### src/rtl/serial_arith_pkg.sv
`default_nettype none
// ============================================================================
//  Module      : serial_arith_pkg
//  Description : Shared definitions for the bit-serial arithmetic blocks
//                (state encoding and default operand width).
//  Revision    : 1.0 - initial release
// ============================================================================
package serial_arith_pkg;

    // Default operand width for the serial arithmetic family
    localparam int DEFAULT_WIDTH = 8;

    // Sequencer state encoding, shared with the serial adder
    typedef enum logic [1:0] {
        ST_IDLE  = 2'd0,
        ST_SHIFT = 2'd1,
        ST_DONE  = 2'd2
    } state_e;

endpackage
`default_nettype wire

### src/rtl/full_subtractor_bit.sv
`default_nettype none
// ============================================================================
//  Module      : full_subtractor_bit
//  Description : One-bit full subtractor (x - y - bin) built from two
//                half-subtractor slices whose borrows are ORed together.
//  Revision    : 1.0 - initial release
// ============================================================================
module full_subtractor_bit (
    input  logic x,
    input  logic y,
    input  logic bin,
    output logic d,
    output logic bout
);

    logic w_d1;
    logic w_b1;
    logic w_b2;

    // First half subtractor: x - y
    assign w_d1 = x ^ y;
    assign w_b1 = ~x & y;

    // Second half subtractor: (x - y) - bin
    assign d    = w_d1 ^ bin;
    assign w_b2 = ~w_d1 & bin;

    // Either stage may generate the outgoing borrow
    assign bout = w_b1 | w_b2;

endmodule
`default_nettype wire

### src/rtl/serial_subtractor.sv
`default_nettype none
// ============================================================================
//  Module      : serial_subtractor
//  Description : Bit-serial WIDTH-bit subtractor, DIFF = A - B, LSB first,
//                one bit per clock through a single full-subtractor slice
//                with a registered borrow. start/busy/done handshake.
//  Revision    : 1.0 - initial release
// ============================================================================
module serial_subtractor
    import serial_arith_pkg::*;
#(
    parameter int WIDTH = DEFAULT_WIDTH
) (
    input  logic             clk,
    input  logic             rst,
    input  logic             start,
    input  logic [WIDTH-1:0] a,
    input  logic [WIDTH-1:0] b,
    output logic             busy,
    output logic             done,
    output logic [WIDTH-1:0] diff,
    output logic             borrow_out,
    output logic             ovf
);

    localparam int             CW         = $clog2(WIDTH) + 1;
    localparam logic [CW-1:0]  C_CNT_LAST = CW'(WIDTH - 1);

    state_e            state_q,  state_d;
    logic [WIDTH-1:0]  a_sr_q,   a_sr_d;
    logic [WIDTH-1:0]  b_sr_q,   b_sr_d;
    logic [WIDTH-1:0]  d_sr_q,   d_sr_d;
    logic              br_q,     br_d;
    logic [CW-1:0]     cnt_q,    cnt_d;
    logic              a_msb_q,  a_msb_d;
    logic              b_msb_q,  b_msb_d;
    logic [WIDTH-1:0]  diff_q,   diff_d;
    logic              borrow_q, borrow_d;
    logic              ovf_q,    ovf_d;

    logic              w_bit_d;
    logic              w_bit_bout;
    logic [WIDTH-1:0]  w_d_sr_shift;
    logic              w_accept;

    // Single bit slice operating on the current LSBs and the held borrow
    full_subtractor_bit u_fs (
        .x    (a_sr_q[0]),
        .y    (b_sr_q[0]),
        .bin  (br_q),
        .d    (w_bit_d),
        .bout (w_bit_bout)
    );

    // New difference bit enters at the MSB so the result ends up aligned
    assign w_d_sr_shift = {w_bit_d, d_sr_q[WIDTH-1:1]};

    // A start is only honoured when no subtraction is in flight
    assign w_accept = start & (state_q != ST_SHIFT);

    // Next-state, datapath update and handshake outputs
    always_comb begin
        state_d  = state_q;
        a_sr_d   = a_sr_q;
        b_sr_d   = b_sr_q;
        d_sr_d   = d_sr_q;
        br_d     = br_q;
        cnt_d    = cnt_q;
        a_msb_d  = a_msb_q;
        b_msb_d  = b_msb_q;
        diff_d   = diff_q;
        borrow_d = borrow_q;
        ovf_d    = ovf_q;
        busy     = 1'b0;
        done     = 1'b0;

        case (state_q)
            ST_IDLE: begin
                state_d = ST_IDLE;
            end
            ST_SHIFT: begin
                busy   = 1'b1;
                a_sr_d = {1'b0, a_sr_q[WIDTH-1:1]};
                b_sr_d = {1'b0, b_sr_q[WIDTH-1:1]};
                d_sr_d = w_d_sr_shift;
                br_d   = w_bit_bout;
                cnt_d  = cnt_q + CW'(1);
                if (cnt_q == C_CNT_LAST) begin
                    diff_d   = w_d_sr_shift;
                    borrow_d = w_bit_bout;
                    // Overflow only possible when operand signs differ
                    ovf_d    = (a_msb_q != b_msb_q) &
                               (w_d_sr_shift[WIDTH-1] != a_msb_q);
                    state_d  = ST_DONE;
                end
            end
            ST_DONE: begin
                done    = 1'b1;
                state_d = ST_IDLE;
            end
            default: begin
                state_d = ST_IDLE;
            end
        endcase

        // Launch a new operation (from IDLE or straight out of DONE)
        if (w_accept) begin
            a_sr_d  = a;
            b_sr_d  = b;
            d_sr_d  = '0;
            br_d    = 1'b0;
            cnt_d   = '0;
            a_msb_d = a[WIDTH-1];
            b_msb_d = b[WIDTH-1];
            state_d = ST_SHIFT;
        end
    end

    // State and datapath registers with synchronous reset
    always_ff @(posedge clk) begin
        if (rst) begin
            state_q  <= ST_IDLE;
            a_sr_q   <= '0;
            b_sr_q   <= '0;
            d_sr_q   <= '0;
            br_q     <= 1'b0;
            cnt_q    <= '0;
            a_msb_q  <= 1'b0;
            b_msb_q  <= 1'b0;
            diff_q   <= '0;
            borrow_q <= 1'b0;
            ovf_q    <= 1'b0;
        end else begin
            state_q  <= state_d;
            a_sr_q   <= a_sr_d;
            b_sr_q   <= b_sr_d;
            d_sr_q   <= d_sr_d;
            br_q     <= br_d;
            cnt_q    <= cnt_d;
            a_msb_q  <= a_msb_d;
            b_msb_q  <= b_msb_d;
            diff_q   <= diff_d;
            borrow_q <= borrow_d;
            ovf_q    <= ovf_d;
        end
    end

    assign diff       = diff_q;
    assign borrow_out = borrow_q;
    assign ovf        = ovf_q;

endmodule
`default_nettype wire

### config.mk
export PLATFORM = sky130hd
export DESIGN_NAME = serial_subtractor
export DESIGN_NICKNAME = d
export VERILOG_FILES = /design/src/rtl/serial_arith_pkg.sv /design/src/rtl/full_subtractor_bit.sv /design/src/rtl/serial_subtractor.sv
export SDC_FILE = /design/constraint.sdc
export NUM_CORES = 1
export LEC_CHECK = 0
export CORE_MARGIN = 2
export CORE_UTILIZATION = 55
export CTS_CLUSTER_DIAMETER = 100
export DETAILED_ROUTE_END_ITERATION = 7
export PLACE_DENSITY = 0.83
export SLEW_MARGIN = 20
export SYNTH_ARGS = -nofsm -noshare
export SYNTH_HDL_FRONTEND = slang
export SYNTH_SLANG_ARGS = --single-unit
### constraint.sdc
create_clock -name clk -period 4.3 [get_ports clk]
set_input_delay 1.075 -clock clk [delete_from_list [all_inputs] [get_ports clk]]
set_output_delay 1.075 -clock clk [all_outputs]
set_load 0.02 [all_outputs]
==> results of run 1 <==
[cell families (layout without fill, tap and decap cells)]
| kind of cell | after synthesis | count (layout) |
|---|---|---|
| and+or+nand+nor | 46 | 46 |
| AOI/OAI and AO/OA | 43 | 43 |
| DFF | 42 | 42 |
| buffers and inverters | 19 | 46 |
| muxes | 16 | 16 |
| adders and majority gates | 2 | 2 |
| xor gates and xnor gates | 2 | 2 |
[routing by layer]
metal / routed length [um] / global-route usage, % / vias to the layer above / share of wire, %
li1: - / - / 650 / -
met1: 1440 / 25.5 / 596 / 46
met2: 1500 / 30.3 / 31 / 48
met3: 165 / 7.42 / 5 / 5.2
met4: 40 / 9.74 / 0 / 1.3
met5: 0 / 0 / - / 0
[path summary, 6_finish.rpt]
kind | cells past startpoint | end
worst min-delay path | 2 | d_sr_q[1]
worst max-delay path | 4 | busy
worst min register to register | 2 | d_sr_q[1]
worst max register to register | 5 | state_q[0]
[metrics by stage]
step / hold slack [ns] / cells / utilization [%]
after detailed placement: 0.459 / 222 / 65.5
after floorplan: 0.437 / 170 / -
after global placement: 0.446 / 222 / 65.5
after global routing: 0.483 / 230 / 69.1
final: 0.478 / 230 / 69.1
after CTS: 0.477 / 230 / 69.1
[state kept, by name (all words and copies together) (netlist names), 2 cells and up]
| signal | count |
|---|---|
| d_sr_q | 7 |
| a_sr_q | 8 |
| diff | 8 |
| cnt_q | 4 |
| b_sr_q | 8 |
| state_q | 2 |
[worst register-to-register path, delay by kind of cell (launching register included)]
| kind | cells | cell delay [ns] |
|---|---|---|
| AO/OA/AOI/OAI | 2 | 0.77 |
| buffers and inverters | 2 | 0.56 |
| flip-flops | 1 | 0.38 |
| AND/OR/NAND/NOR | 1 | 0.12 |
[area by class of cell]
class / count / area [sq um]
Clock inverter: 3 / 68.8
Sequential cell: 42 / 841
Fill cell: 219 / 920
Multi-Input combinational cell: 109 / 729
Timing Repair Buffer: 32 / 315
Inverter: 6 / 25.0
Tap cell: 33 / 41.3
Clock buffer: 5 / 37.5
[placed cells by master, fill, tap and decap left out, drive strengths merged, types with 2 or more instances in the layout]
cell and instances:
a21oi 11, clkdlybuf4s50 30, bufinv 2, nand3 2, dfxtp 42, mux2i 16, o21ai 4, nor2 17
nand2 18, inv 6, clkbuf 5, buf 2, nor3 2, nand3b 2, a22o 10, a211oi 15
[power by group]
group | internal [mW] | switching, mW
combinational | 0.0398 | 0.0424
clock | 0.182 | 0.131
sequential | 0.406 | 0.00959
==> impl_metrics.sql, run 1 <==
INSERT INTO impl_metrics (metric_group, metric, value, unit) VALUES
('critical_path', 'reg2reg_setup_slack', '2.41', 'ns'),
('sta', 'unrepaired_setup_endpoints_after_global_routing', 'no', ''),
('drt', 'wl_per_cell', '13.7', 'um'),
('sta', 'hold_violations', '0', ''),
('critical_path', 'cp-end-kind', 'primary output', ''),
('cells_and_area', 'share_of_cells_above_drive_strength_1', '7.61', '%'),
('sta', 'fmaxAchievable', '326', 'MHz'),
('drt', 'vias', '1282', ''),
('hold_path', 'hold_path.startpoint', 'd_sr_q[1]', ''),
('placement', 'place.port_buffers', '30', ''),
('critical_path', 'critical_path_launch_point_type', 'flip-flop', ''),
('hold_path', 'hp-class', 'reg -> reg', ''),
('floorplan', 'die_y', '59.3', 'um'),
('placement', 'place.gp.congestion', '0.742', ''),
('logic_synthesis', 'ys_ff_latch', '42', ''),
('global_routing', 'groute.usage.overall', '20.2', '%'),
('logic_synthesis', 'synth.most_common_cell', 'dfxtp_1', ''),
('sta', 'tightest_slew', '0.922', 'ns'),
('sta', 'slew_headroom', '38.3', '%'),
('logic_synthesis', 'synthesis.area', '1680', 'sq um'),
('logic_synthesis', 'synth_area_per_cell', '9.88', 'sq um'),
('clocking', 'cts_root_buffer', 'clkbuf_4', ''),
('logic_synthesis', 'post_synth_inst_count', '170', ''),
('critical_path', 'cp-startpoint', 'state_q[1]', ''),
('critical_path', 'reg2reg_from', 'state_q[1]', ''),
('drt', 'post_drt_via_cell_ratio', '5.57', ''),
('floorplan', 'fp.coreArea', '2980', 'sq um'),
('critical_path', 'critical-path-top-delay-family', 'buffers and inverters', ''),
('logic_synthesis', 'async_flop_share', '0', '%'),
('logic_synthesis', 'post_synth_main_area_contributors', 'dfxtp_1 (50%), mux2i_1 (9.5%), a211oi_1 (6.7%), a22o_1 (5.2%), nand2_1 (4.0%)', ''),
('clocking', 'cts.reportedPaths.clkPinSlew', '0.13', 'ns'),
('floorplan', 'floorplan.initialDensity', '56.4', '%'),
('clocking', 'tritoncts_clock_tree', 'yes', ''),
('sta', 'fin_ws', '1.23', 'ns'),
('clocking', 'cts.sink_count', '42', ''),
('critical_path', 'cp_slowest_stage_delay', '0.57', 'ns'),
('global_routing', 'grt_max_degree', '42', ''),
('logic_synthesis', 'synth-simple-area-share', '12.4', '%'),
('critical_path', 'worst-setup-path-type', 'reg -> out', ''),
('placement', 'hpwl', '2130', 'um'),
('global_routing', 'vias_in_the_first_global_route', '1247', ''),
('placement', 'postPlaceCellArea', '1950', 'sq um'),
('logic_synthesis', 'synth-compound-area-share', '18.5', '%'),
('logic_synthesis', 'syn_nets', '191', ''),
('logic_synthesis', 'top_cell_types_by_occurrence_after_synthesis', 'dfxtp_1 (42), nand2_1 (18), nor2_1 (17), mux2i_1 (16), a211oi_1 (15)', ''),
('sta', 'timing.setup.tns', '0', 'ns'),
('logic_synthesis', 'synth_top_family_by_area', 'compound AO/OA/AOI/OAI gates', ''),
('power', 'finalPower', '0.810', 'mW'),
('critical_path', 'worst-endpoint-arrival', '2.00', 'ns'),
('critical_path', 'crit_required', '3.22', 'ns'),
('power', 'p_per_area', '394', 'nW/um^2'),
('placement', 'dp_worst_setup_slack', '1.11', 'ns'),
('global_routing', 'globalRouteOverflowTotal', '0', ''),
('drt', 'detailed_route_iter0_violations', '46', ''),
('global_routing', 'antenna_found_initial', '0', ''),
('drt', 'antenna_left', '0', ''),
('sta', 'final_critical_delay_including_setup_and_external_delays', '3.07', 'ns'),
('drt', 'totalWireLength', '3150', 'um'),
('global_routing', 'first_pass_grt_wire_length', '5280', 'um'),
('cells_and_area', 'layout-area-overhead-vs-synth', '22.6', '%'),
('sta', 'timing.final.max_slew_violations', '0', ''),
('critical_path', 'worst-path-buf-inv', '3', ''),
('outcome', 'run_status', 'complete, no violations', ''),
('power', 'p_leak', '0.792', 'nW'),
('logic_synthesis', 'post_synth_edffs', '0', ''),
('critical_path', 'slowest_stage', 'clkdlybuf4s50_1', ''),
('logic_synthesis', 'ys_warn_count', '0', ''),
('sta', 'min_period_over_period', '71.4', '%'),
('critical_path', 'crit_path_cells', 'nand2b_1 -> buf_4 -> inv_4 -> clkdlybuf4s50_1', ''),
('logic_synthesis', 'synthDominantAreaCellType', 'dfxtp_1', ''),
('floorplan', 'io_pins', '31', '');
No activity file was read; power rests on OpenSTA's default activity.
==> inputs of run 2 (changes only) <==
--- a/config.mk
+++ b/config.mk
@@ -6,10 +6,10 @@
 export NUM_CORES = 1
 export LEC_CHECK = 0
 export CORE_MARGIN = 2
-export CORE_UTILIZATION = 55
+export CORE_UTILIZATION = 46
 export CTS_CLUSTER_DIAMETER = 100
 export DETAILED_ROUTE_END_ITERATION = 7
-export PLACE_DENSITY = 0.83
+export PLACE_DENSITY = 0.74
 export SLEW_MARGIN = 20
 export SYNTH_ARGS = -nofsm -noshare
 export SYNTH_HDL_FRONTEND = slang
==> constraint.sdc (replaced) <==
create_clock -name clk -period 2.8 [get_ports clk]
set_input_delay 0.7 -clock clk [delete_from_list [all_inputs] [get_ports clk]]
set_output_delay 0.7 -clock clk [all_outputs]
set_load 0.02 [all_outputs]
==> run 2 against run 1 <==
  * Count of clock-buffer cells in the layout up 1
  * Sequential share of layout area up 0.075 points
  * Worst hold slack worse by 0.0084 ns
  * Via count down 0.47%
  * Clock skew down 0.0055 ns
  * Cell count up 7.0%
  * First-iteration DRC count up 30%
  * Combinational power up 57%
  * Highest routed layer unchanged
==> impl_metrics.sql, run 2 (synthesized netlist as in run 1, its figures left out) <==
INSERT INTO impl_metrics (metric_group, metric, value, unit) VALUES
('outcome', 'run_status', 'complete, no violations', ''),
('hold_path', 'hp-class', 'reg -> reg', ''),
('global_routing', 'groute.usage.overall', '18.1', '%'),
('power', 'p_leak', '0.786', 'nW'),
('cells_and_area', 'share_of_cells_above_drive_strength_1', '9.00', '%'),
('drt', 'detail_route.first_pass.iterations', '4', ''),
('cells_and_area', 'fin_nets', '220', ''),
('critical_path', 'cp-end-kind', 'primary output', ''),
('floorplan', 'die_y', '64.4', 'um'),
('sta', 'hold_violations', '0', ''),
('cells_and_area', 'layout-area-overhead-vs-synth', '22.4', '%'),
('clocking', 'cts_max_level', '2', ''),
('sta', 'fmaxAchievable', '418', 'MHz'),
('drt', 'route.met3.wl', '152', 'um'),
('sta', 'slew_headroom', '62.7', '%'),
('critical_path', 'timing.critical_path.fanout_max', '17', ''),
('drt', 'post_drt_via_cell_ratio', '5.19', ''),
('global_routing', 'antenna_found_initial', '0', ''),
('clocking', 'max-clock-path-buffers', '2', ''),
('placement', 'place.port_buffers', '30', ''),
('floorplan', 'dieWidth', '64.4', 'um'),
('cells_and_area', 'antenna-diode-count', '0', ''),
('global_routing', 'grt_max_degree', '41', ''),
('critical_path', 'worst-endpoint-arrival', '1.69', 'ns'),
('drt', 'detailed_route_iter0_violations', '60', ''),
('sta', 'timing.setup.tns', '0', 'ns'),
('clocking', 'holdBufCountCts', '0', ''),
('drt', 'wl_met1', '1510', 'um'),
('drt', 'top_layer', 'met4', ''),
('drt', 'totalWireLength', '3210', 'um'),
('placement', 'place.gp.congestion', '0.775', ''),
('clocking', 'cts_resized', '0', ''),
('power', 'p_per_area', '525', 'nW/um^2'),
('clocking', 'tritoncts.num_buffers', '5', ''),
('sta', 'tightest_slew', '0.560', 'ns'),
('floorplan', 'floorplan.initialDensity', '49.2', '%'),
('sta', 'final_critical_delay_including_setup_and_external_delays', '2.39', 'ns'),
('sta', 'finClkSkew', '0.00987', 'ns'),
('global_routing', 'globalRouteOverflowTotal', '0', ''),
('critical_path', 'critical_path_launch_point_type', 'flip-flop', ''),
('sta', 'setup-violations-final', '0', ''),
('clocking', 'cts.reportedPaths.clkPinSlew', '0.12', 'ns'),
('critical_path', 'crit_required', '2.10', 'ns'),
('floorplan', 'fp.coreArea', '3420', 'sq um'),
('global_routing', 'vias_in_the_first_global_route', '1289', ''),
('cells_and_area', 'most-common-layout-cells', 'dfxtp_1 (42), clkdlybuf4s50_1 (30), nand2_1 (18), nor2_1 (17), mux2i_1 (16)', ''),
('floorplan', 'io_pins', '31', ''),
('clocking', 'worstSkewPairLatency', '0.35', 'ns'),
('power', 'vdd_drop_max', '0.000344', 'V'),
('flow_run', 'drv_cap', '0', ''),
('cells_and_area', 'finish.utilization', '60.1', '%'),
('global_routing', 'first_pass_grt_wire_length', '5710', 'um'),
('sta', 'unrepaired_setup_endpoints_after_global_routing', 'no', ''),
('floorplan', 'design.die.area', '4150', 'sq um'),
('clocking', 'cts.sink_count', '42', ''),
('critical_path', 'worst-setup-path-type', 'reg -> out', ''),
('drt', 'vias', '1276', ''),
('drt', 'antenna_left', '0', ''),
('placement', 'hpwl', '2240', 'um'),
('sta', 'min_period_over_period', '85.5', '%'),
('floorplan', 'row_count', '21', ''),
('drt', 'wl_per_cell', '13.0', 'um'),
('clocking', 'post-cts-setup-buffer-count', '0', ''),
('cells_and_area', 'layout_commonest_cell', 'dfxtp_1', ''),
('clocking', 'cts_root_buffer', 'clkbuf_4', ''),
('sta', 'timing.final.max_slew_violations', '0', ''),
('drt', 'drt_drc_violations_left', '0', ''),
('clocking', 'tritoncts_clock_tree', 'yes', ''),
('drt', 'routed-wl-met2', '1480', 'um');
[run 2: path summary, 6_finish.rpt]
kind              slack [ns]       start         to  cells after the start
setup reg to reg        1.07   b_sr_q[0]        ovf                      5
hold reg to reg         0.47   d_sr_q[1]  d_sr_q[1]                      2
hold / removal          0.47   d_sr_q[1]  d_sr_q[1]                      2
setup / recovery        0.41  state_q[1]       busy                      3
[run 2: critical path, cell delays in order (launching register included)]
cell and delay, ns:
dfxtp_1 0.34, nand2b_1 0.19, inv_4 0.18, clkdlybuf4s50_1 0.64
[run 2: area by class of cell]
| class | count | area, sq um |
|---|---|---|
| Fill cell | 307 | 1360 |
| Sequential cell | 42 | 841 |
| Multi-Input combinational cell | 109 | 729 |
| Timing Repair Buffer | 35 | 338 |
| Tap cell | 46 | 57.6 |
| Clock buffer | 6 | 51.3 |
| Inverter | 6 | 25.0 |
| Clock inverter | 2 | 12.5 |
[run 2: power by group]
| part | switching, mW | internal, mW |
|---|---|---|
| Clock | 0.191 | 0.121 |
| Sequential | 0.0151 | 0.623 |
| Combinational | 0.0664 | 0.0630 |
[run 2: per-stage QoR]
stage	cell area, sq um	power, mW	std cells	hold WS (ns)	setup slack [ns]
finish	2050	1.08	246	0.470	0.406
global route	2050	1.14	246	0.495	0.303
CTS	2050	1.09	246	0.473	0.382
detailed placement	1990	0.781	238	0.457	0.663
global placement	1990	0.775	238	0.443	0.708
floorplan	1680	0.737	170	0.437	1.21
[run 2: layer usage]
metal	vias up	GRT usage, %
met5	-	0
met4	0	7.71
met3	8	6.60
met2	28	30.1
met1	591	21.0
li1	649	-
==> inputs of run 3 (changes only) <==
--- a/config.mk
+++ b/config.mk
@@ -10,6 +10,7 @@
 export CTS_CLUSTER_DIAMETER = 100
 export DETAILED_ROUTE_END_ITERATION = 7
 export PLACE_DENSITY = 0.74
+export RECOVER_POWER = 50
 export SLEW_MARGIN = 20
 export SYNTH_ARGS = -nofsm -noshare
 export SYNTH_HDL_FRONTEND = slang
==> run 3 against run 2 <==
  * Final area down 1.2%
  * Die area unchanged
  * Register-to-register slack worse by 0.05 ns
  * Worst hold slack about the same
  * Sequential share of layout area up 0.50 points
  * Global-route usage unchanged
  * Routed wire length about the same
  * Clock power about the same
  * Critical path depth unchanged
  * Via count up 0.63%
  * Critical endpoint unchanged
  * Largest cell class unchanged
  * Largest power group unchanged
==> impl_metrics.sql, run 3 (synthesized netlist as in run 1, its figures left out) <==
INSERT INTO impl_metrics (metric_group, metric, value, unit) VALUES
('outcome', 'run_status', 'complete, no violations', ''),
('placement', 'place.gp.congestion', '0.775', ''),
('clocking', 'tritoncts_clock_tree', 'yes', ''),
('clocking', 'post-cts-setup-buffer-count', '0', ''),
('sta', 'fin_ws', '0.415', 'ns'),
('clocking', 'worstSkewPairLatency', '0.35', 'ns'),
('drt', 'vias', '1284', ''),
('sta', 'slew_headroom', '33.6', '%'),
('clocking', 'cts_max_level', '2', ''),
('clocking', 'cts_root_buffer', 'clkbuf_4', ''),
('flow_run', 'drv_cap', '0', ''),
('cells_and_area', 'layout_commonest_cell', 'dfxtp_1', ''),
('floorplan', 'dieWidth', '64.4', 'um'),
('cells_and_area', 'share_of_cells_above_drive_strength_1', '6.50', '%'),
('critical_path', 'reg2reg_from', 'state_q[1]', ''),
('critical_path', 'crit_required', '2.10', 'ns'),
('critical_path', 'cp-startpoint', 'state_q[1]', ''),
('sta', 'tightest_slew', '0.983', 'ns'),
('floorplan', 'row_count', '21', ''),
('hold_path', 'hp-class', 'reg -> reg', ''),
('floorplan', 'die_y', '64.4', 'um'),
('clocking', 'cts_resized', '0', ''),
('sta', 'min_period_over_period', '85.2', '%'),
('critical_path', 'worst-endpoint-arrival', '1.69', 'ns'),
('cells_and_area', 'antenna-diode-count', '0', ''),
('placement', 'hpwl', '2240', 'um'),
('drt', 'post_drt_via_cell_ratio', '5.22', ''),
('placement', 'dp_worst_setup_slack', '0.663', 'ns'),
('drt', 'totalWireLength', '3210', 'um'),
('cells_and_area', 'layout-area-overhead-vs-synth', '20.9', '%'),
('critical_path', 'cp-end-kind', 'primary output', ''),
('hold_path', 'whs_path_depth', '2', ''),
('critical_path', 'worst-setup-path-type', 'reg -> out', ''),
('power', 'finalPower', '1.07', 'mW'),
('drt', 'drt_drc_violations_left', '0', ''),
('critical_path', 'reg2reg_setup_slack', '1.02', 'ns'),
('cells_and_area', 'fin_nets', '220', ''),
('global_routing', 'grt_max_degree', '41', ''),
('power', 'vdd_drop_max', '0.000344', 'V'),
('drt', 'antenna_left', '0', ''),
('sta', 'timing.final.max_slew_violations', '0', ''),
('power', 'p_leak', '0.774', 'nW'),
('floorplan', 'fp.coreArea', '3420', 'sq um'),
('clocking', 'max-clock-path-buffers', '2', ''),
('sta', 'fmaxAchievable', '419', 'MHz'),
('critical_path', 'timing.critical_path.fanout_max', '17', ''),
('placement', 'postPlaceCellArea', '1990', 'sq um'),
('cells_and_area', 'fin_cells', '246', ''),
('placement', 'cell_count_after_placement', '238', ''),
('sta', 'unrepaired_setup_endpoints_after_global_routing', 'no', ''),
('drt', 'detail_route.first_pass.iterations', '4', ''),
('critical_path', 'critical_path_launch_point_type', 'flip-flop', ''),
('drt', 'wl_per_cell', '13.0', 'um'),
('cells_and_area', 'most-common-layout-cells', 'dfxtp_1 (42), clkdlybuf4s50_1 (28), nand2_1 (18), nor2_1 (17), mux2i_1 (16)', ''),
('critical_path', 'endpoint', 'busy', ''),
('clocking', 'cts.reportedPaths.clkPinSlew', '0.12', 'ns'),
('global_routing', 'vias_in_the_first_global_route', '1289', ''),
('critical_path', 'worst_r2r_path_depth', '4', ''),
('sta', 'setup-violations-final', '0', ''),
('critical_path', 'reg2reg_to', 'state_q[0]', ''),
('sta', 'hold_violations', '0', ''),
('clocking', 'holdBufCountCts', '0', ''),
('drt', 'detailed_route_iter0_violations', '73', ''),
('sta', 'finClkSkew', '0.00986', 'ns'),
('global_routing', 'groute.usage.overall', '18.1', '%'),
('clocking', 'cts.sink_count', '42', ''),
('global_routing', 'first_pass_grt_wire_length', '5710', 'um'),
('cells_and_area', 'final_design_area_no_fill', '2030', 'sq um'),
('floorplan', 'floorplan.initialDensity', '49.2', '%'),
('clocking', 'tritoncts.num_buffers', '5', ''),
('placement', 'place.port_buffers', '30', ''),
('sta', 'timing.setup.tns', '0', 'ns'),
('global_routing', 'globalRouteOverflowTotal', '0', ''),
('floorplan', 'design.die.area', '4150', 'sq um'),
('global_routing', 'antenna_found_initial', '0', ''),
('power', 'p_per_area', '530', 'nW/um^2'),
('sta', 'final_critical_delay_including_setup_and_external_delays', '2.39', 'ns'),
('floorplan', 'io_pins', '31', '');
==> run 3: layout make-up <==
cell class,instances,area (sq um)
Clock buffer,6,51.3
Clock inverter,2,12.5
Fill cell,310,1390
Inverter,6,25.0
Multi-Input combinational cell,109,716
Sequential cell,42,841
Tap cell,46,57.6
Timing Repair Buffer,35,327
==> run 3: worst min path at each step <==
stage	startpoint	endpoint	slack (ns)
2_1_floorplan	d_sr_q[1]	d_sr_q[1]	0.44
3_3_place_gp	d_sr_q[1]	d_sr_q[1]	0.44
3_5_place_dp	d_sr_q[1]	d_sr_q[1]	0.46
4_1_cts	d_sr_q[1]	d_sr_q[1]	0.47
5_1_grt	d_sr_q[1]	d_sr_q[1]	0.49
6_report	d_sr_q[1]	d_sr_q[1]	0.47
==> run 3: stage by stage <==
step                      utilization [%]  hold WS (ns)
after CTS                            60.1         0.473
after detailed placement             58.3         0.457
after floorplan                         -         0.437
final                                59.4         0.470
after global placement               58.3         0.443
after global routing                 59.4         0.495
==> run 3: critical path: stages, from the launching register on <==
cell,delay (ns)
dfxtp_1,0.34
nand2b_1,0.19
inv_4,0.18
clkdlybuf4s50_1,0.64
==> run 3: where the power goes <==
group	switching (mW)	total (mW)	internal [mW]
Clock	0.189	0.310	0.121
Sequential	0.0151	0.638	0.623
Combinational	0.0661	0.127	0.0611
Total	0.270	1.07	0.805
==> run 3: metal layers <==
layer	global-route usage [%]	up-vias	share of wire, %
met2	30.1	24	46
met3	6.60	7	4.4
li1	-	652	-
met5	0	-	0
met1	21.0	601	47
met4	7.71	0	2.1
